**config.mk**
```make
export PLATFORM = sky130hd
export DESIGN_NAME = adc_capture
export DESIGN_NICKNAME = d
export VERILOG_FILES = /design/src/rtl/adc_pkg.sv /design/src/rtl/adc_capture_sck_gen.sv /design/src/rtl/adc_capture.sv
export SDC_FILE = /design/constraint.sdc
export NUM_CORES = 1
export LEC_CHECK = 0
export BUFFER_PORTS_ARGS = -buffer_cell sky130_fd_sc_hd__buf_2
export CORE_ASPECT_RATIO = 1.2
export CORE_MARGIN = 2
export CORE_UTILIZATION = 50
export CTS_BUF_LIST = sky130_fd_sc_hd__clkbuf_2 sky130_fd_sc_hd__clkbuf_4 sky130_fd_sc_hd__clkbuf_8
export CTS_CLUSTER_SIZE = 8
export DETAILED_ROUTE_END_ITERATION = 10
export GPL_TIMING_DRIVEN = 0
export PLACE_DENSITY = 0.73
export SYNTH_ARGS = -nofsm -noshare
export SYNTH_HDL_FRONTEND = slang
export SYNTH_HIERARCHICAL = 1
export SYNTH_SLANG_ARGS = --single-unit
```
**constraint.sdc**
```tcl
create_clock -name clk -period 2 [get_ports clk]
set_input_delay 0 -clock clk [delete_from_list [all_inputs] [get_ports clk]]
set_output_delay 0 -clock clk [all_outputs]
set_load 0.05 [all_outputs]
```
**src/rtl/adc_pkg.sv**
```systemverilog
// Shared constants, state encoding and frame-field helper for the ADC capture path.
// The 34-bit serial frame is stored MSB-first, so arrival index k lands at bit FRAME_BITS-1-k.
package adc_pkg;

  localparam int FRAME_BITS  = 34;
  localparam int CH0_LSB_IDX = 15;
  localparam int CH1_LSB_IDX = 31;
  localparam int SAMPLE_W    = 14;
  localparam int CONV_PHASES = 2;

  typedef enum logic [1:0] {
    ST_IDLE,
    ST_CONV,
    ST_SHIFT,
    ST_DONE
  } state_t;

  // Extract one channel given the arrival index of its LSB.
  function automatic logic [SAMPLE_W-1:0] frame_field(
    input logic [FRAME_BITS-1:0] frame,
    input int                    lsb_idx
  );
    return frame[FRAME_BITS-1-lsb_idx +: SAMPLE_W];
  endfunction

endpackage

```
**src/rtl/adc_capture_sck_gen.sv**
```systemverilog
// SPI serial clock generator: CLK_DIV-cycle low/high phases while enabled, held low otherwise.
// rise/fall flag the clk edge on which spi_sck is about to change.
module sck_gen #(
  parameter int CLK_DIV = 2
) (
  input  logic clk,
  input  logic rst,
  input  logic en,
  output logic spi_sck,
  output logic rise,
  output logic fall
);

  localparam int              PH_W    = (CLK_DIV > 1) ? $clog2(CLK_DIV) : 1;
  localparam logic [PH_W-1:0] PH_LAST = PH_W'(CLK_DIV - 1);

  logic [PH_W-1:0] ph_cnt;
  logic            ph_end;

  assign ph_end = en && (ph_cnt == PH_LAST);
  assign rise   = ph_end && !spi_sck;
  assign fall   = ph_end && spi_sck;

  // NOTE: sequential state uses non-blocking assignments so every flop samples pre-edge values.
  always_ff @(posedge clk) begin
    if (!rst || !en) begin
      ph_cnt  <= '0;
      spi_sck <= 1'b0;
    end else if (ph_end) begin
      ph_cnt  <= '0;
      spi_sck <= ~spi_sck;
    end else begin
      ph_cnt <= ph_cnt + 1'b1;
    end
  end

endmodule

```
**src/rtl/adc_capture.sv**
```systemverilog
// Dual-channel 14-bit SPI ADC reader: conversion strobe, 34-bit frame shift-in, sample strobe.
// Control outputs are registered from the next state so they align exactly with the FSM state.
module adc_capture
  import adc_pkg::*;
#(
  parameter int CLK_DIV  = 2,
  parameter int SAMPLE_W = adc_pkg::SAMPLE_W
) (
  input  logic                clk,
  input  logic                rst,
  input  logic                start,
  input  logic                spi_miso,
  output logic                ad_conv,
  output logic                spi_sck,
  output logic                busy,
  output logic [SAMPLE_W-1:0] ch0,
  output logic [SAMPLE_W-1:0] ch1,
  output logic                valid
);

  localparam int              CONV_W    = $clog2(CONV_PHASES * CLK_DIV);
  localparam logic [CONV_W-1:0] CONV_LAST = CONV_W'(CONV_PHASES * CLK_DIV - 1);
  localparam logic [5:0]      LAST_BIT  = 6'(FRAME_BITS - 1);

  state_t                  state_q, state_d;
  logic [CONV_W-1:0]       conv_cnt;
  logic [5:0]              bit_cnt;
  logic [FRAME_BITS-1:0]   sreg;
  logic                    sck_rise, sck_fall;

  sck_gen #(.CLK_DIV(CLK_DIV)) u_sck_gen (
    .clk     (clk),
    .rst     (rst),
    .en      (state_q == ST_SHIFT),
    .spi_sck (spi_sck),
    .rise    (sck_rise),
    .fall    (sck_fall)
  );

  // NOTE: next state gets its default first so no path through the case can infer a latch.
  always_comb begin
    state_d = state_q;
    unique case (state_q)
      ST_IDLE:  if (start) state_d = ST_CONV;
      ST_CONV:  if (conv_cnt == CONV_LAST) state_d = ST_SHIFT;
      ST_SHIFT: if (sck_fall && bit_cnt == LAST_BIT) state_d = ST_DONE;
      ST_DONE:  state_d = ST_IDLE;
      default:  state_d = ST_IDLE;
    endcase
  end

  always_ff @(posedge clk) begin
    if (!rst) begin
      state_q  <= ST_IDLE;
      conv_cnt <= '0;
      bit_cnt  <= '0;
      sreg     <= '0;
      ad_conv  <= 1'b0;
      busy     <= 1'b0;
      valid    <= 1'b0;
      ch0      <= '0;
      ch1      <= '0;
    end else begin
      state_q  <= state_d;
      conv_cnt <= (state_q == ST_CONV) ? conv_cnt + 1'b1 : '0;

      // Bit counter advances on each SCK fall and parks on the final bit.
      if (state_q != ST_SHIFT)                 bit_cnt <= '0;
      else if (sck_fall && bit_cnt != LAST_BIT) bit_cnt <= bit_cnt + 1'b1;

      if (sck_rise) sreg <= {sreg[FRAME_BITS-2:0], spi_miso};

      ad_conv <= (state_d == ST_CONV);
      busy    <= (state_d != ST_IDLE);
      valid   <= (state_d == ST_DONE);
      if (state_d == ST_DONE) begin
        ch0 <= frame_field(sreg, CH0_LSB_IDX);
        ch1 <= frame_field(sreg, CH1_LSB_IDX);
      end
    end
  end

endmodule

```
==> run_results.csv <==
group,metric,value,unit
outcome,run_status,"completed",
placement,dp_hpwl,3.86,mm
floorplanning,initial_core_util,52.5,%
cells_and_area,area_delta_synth_final,19.5,%
clocking,cts_buffers,9,
cells_and_area,n_antenna_cell,0,
sta,rsz0062_at_grt,"no",
worst_setup_path,startpoint_type,"flop",
routing,avgViaCountPerCell,5.12,
floorplanning,die-area,6670,µm²
flow_run,cap_violations,0,
yosys,synth_common_cells,"75 x dfxtp_1, 35 x nor2b_1, 33 x mux2i_1",
power,intPower,2.37,mW
global_route,grt_first_pass_wirelength,9.57,mm
sta,finalHoldViolations,0,
sta,fin_worst_skew,0.00790,ns
clocking,ctsLongestPathBuffers,2,
routing,route.met3.wl,178,µm
cells_and_area,drive_gt1_share,20.8,%
power,peakVddDrop,0.744,mV
routing,drtIter0Drc,108,
power,power.sequential.fraction,50.4,%
sta,fin_tns_setup,0,ns
yosys,syn_inst,306,
worst_setup_path,required,2.23,ns
sta,maxSlewViolCount,0,
yosys,seq_area_frac_synth,49.8,%
yosys,synth_area,3010,µm²
power,p_comb_share,2.4,%
clocking,clk_latency,0.34,ns
yosys,synth_area_leaders,"dfxtp_1 50%, mux2i_1 11%, nor2b_1 7.3%",
floorplanning,ios,36,
floorplanning,rows,30,
sta,fin_crit_sh,93.8,%
worst_setup_path,r2r-start,"state_q[0]$_SDFF_PN0_",
yosys,yosys_warnings,6,
worst_setup_path,crit_start,"state_q[0]$_SDFF_PN0_",
power,powerDensity,826,nW/µm²
placement,port_buffers,35,
global_route,antenna_found_initial,0,
global_route,overflow,0,
clocking,cts_root_buffer,"clkbuf_8",
yosys,ys_types,36,
sta,max_freq,533,MHz
yosys,synth-edff-count,0,
worst_setup_path,cp_data_arrival_time,2.10,ns
clocking,clk_pin_slew,0.07,ns
power,p_sw_share,20.2,%
worst_setup_path,cp_max_fo,10,
power,leakagePower,1.32,nW
placement,placed_area,3290,µm²
yosys,synth_nets,313,
yosys,yosys.area.top_type,"dfxtp_1",
worst_setup_path,cp-end-kind,"flop",
cells_and_area,fillers,508,
routing,wl_per_cell,12.9,µm
routing,wirelength,5.69,mm
routing,route.met2.wl,2.77,mm
yosys,async_flop_share,0,%
yosys,ys_ff_latch,75,
yosys,synthMostInstantiatedCell,"dfxtp_1",
routing,top_layer,"met4",
sta,setup_viol,0,
cells_and_area,final_nets,363,
clocking,cts.sinks,75,
floorplanning,core_area,5740,µm²
floorplanning,die_w,74.9,µm
yosys,synthFlopType,"dfxtp_1",
floorplanning,die_h,89.0,µm
sta,max-slew-margin-rel,66.8,%
routing,ant_nets,0,
sta,min_period,1.88,ns
yosys,avgSynthCellArea,9.85,µm²
power,clkPwrFrac,47.2,%
placement,routabilityCongestion,0.717,
global_route,grt_pass1_vias,2051,
global_route,grt_max_degree,14,
cells_and_area,stdcell_area,3600,µm²
min_path,hold_class,"flop to flop",
routing,drt-met1-wl,2.64,mm
routing,dr.pass1.iters,4,
clocking,htreeDepth,3,
min_path,hp-start,"conv_cnt[0]$_SDFF_PN0_",
power,p_switching,599,µW
sta,worst_pin_slew,0.492,ns
global_route,grt_usage,18.6,%
clocking,cts_tree,"done",
routing,drcViolationCount,0,
yosys,synth_top_area_share,49.8,%
worst_setup_path,setup.worst_path.class,"flop to flop",
routing,num_vias,2259,
## power by group through the flow
stage | Clock, mW | Sequential [mW] | Combinational (mW)
2_1_floorplan | 0 | 1.54 | 0.0381
3_3_place_gp | 0 | 1.53 | 0.0652
3_5_place_dp | 0 | 1.53 | 0.0657
4_1_cts | 1.42 | 1.50 | 0.0710
5_1_grt | 1.49 | 1.50 | 0.0766
6_report | 1.40 | 1.50 | 0.0701
## per-layer routing
layer / track usage (%) / vias to the layer above
met5: 0 / -
met4: 8.28 / 0
li1: - / 1160
met1: 24.3 / 1053
met3: 3.38 / 10
met2: 30.0 / 36
## area by class of cell
cell class	count	area (µm²)	area share, %
flip-flops and latches	75	1500	41.8
clock buffers	10	131	3.65
inverters	1	3.75	0.104
well taps	80	100	2.78
multi-input cells	204	1380	38.3
repair buffers	41	228	6.33
plain buffers	24	141	3.93
clock inverters	6	114	3.16
## cells by family (layout without fill, tap and decap cells)
logic type	Yosys count	count (layout)	share of synthesized area, %
XOR/XNOR	3	3	0.872
flip-flops	75	75	49.8
buffers and inverters	27	82	4.82
AND/OR/NAND/NOR	96	96	17.7
multiplexers	33	33	11.0
AO/OA/AOI/OAI	69	69	14.5
adder cells (fa/ha/maj)	3	3	1.25
## critical path: stages, from the launching register on
cell and delay [ns]:
dfxtp_1 0.31, buf_2 0.18, nor2b_4 0.17, nand2_1 0.07
nor2_1 0.14, clkbuf_1 0.24, buf_2 0.34, mux2i_1 0.26
nor2b_1 0.07
## layout by cell type, fill, tap and decap left out, drive strengths merged, types with 2 or more instances in the layout
cell type and count:
and3 3, clkbuf 22, buf 50, a21oi 5
nor2 9, xor2 2, mux2i 33, nor2b 35
nand3 28, bufinv 3, nand2 11, nand4 2
dlygate4sd3 3, dfxtp 75, a21boi 28, ha 3
o21ai 29, clkinvlp 2
## worst paths after layout
kind,cells after the start,endpoint,slack [ns]
worst max-delay path,8,sreg[16]$_SDFFE_PN0P_,0.12
worst min-delay path,1,conv_cnt[0]$_SDFF_PN0_,0.42
worst max register to register,8,sreg[16]$_SDFFE_PN0P_,0.12
worst min register to register,1,conv_cnt[0]$_SDFF_PN0_,0.42
## state kept, by name, indices dropped and copies added (netlist names)
name               cells
busy                   1
ad_conv                1
ch0                   14
sreg                  32
u_sck_gen/spi_sck      1
ch1                   14
valid                  1
u_sck_gen/ph_cnt       1
conv_cnt               2
bit_cnt                6
state_q                2
## stage by stage
stage	instances	hold slack, ns	power, mW	worst slack (ns)	util [%]
after floorplan	306	0.138	1.58	0.0409	-
after global placement	421	0.245	1.60	-0.367	57.3
after detailed placement	421	0.252	1.60	-0.446	57.3
after CTS	443	0.428	2.99	0.0370	62.7
after global routing	441	0.454	3.06	0.00274	62.7
final	441	0.421	2.97	0.125	62.7
## what timing repair did
action / 4_1_cts / 5_1_grt
hold buffers: 3 / 0
hold endpoints to repair: 6 / 0
buffers inserted: 3 / 0
endpoints found under the setup margin: 49 / 21
cloned: 0 / 0
resized for setup: 6 / 7
Note: power is estimated with default switching activity, not from simulation.
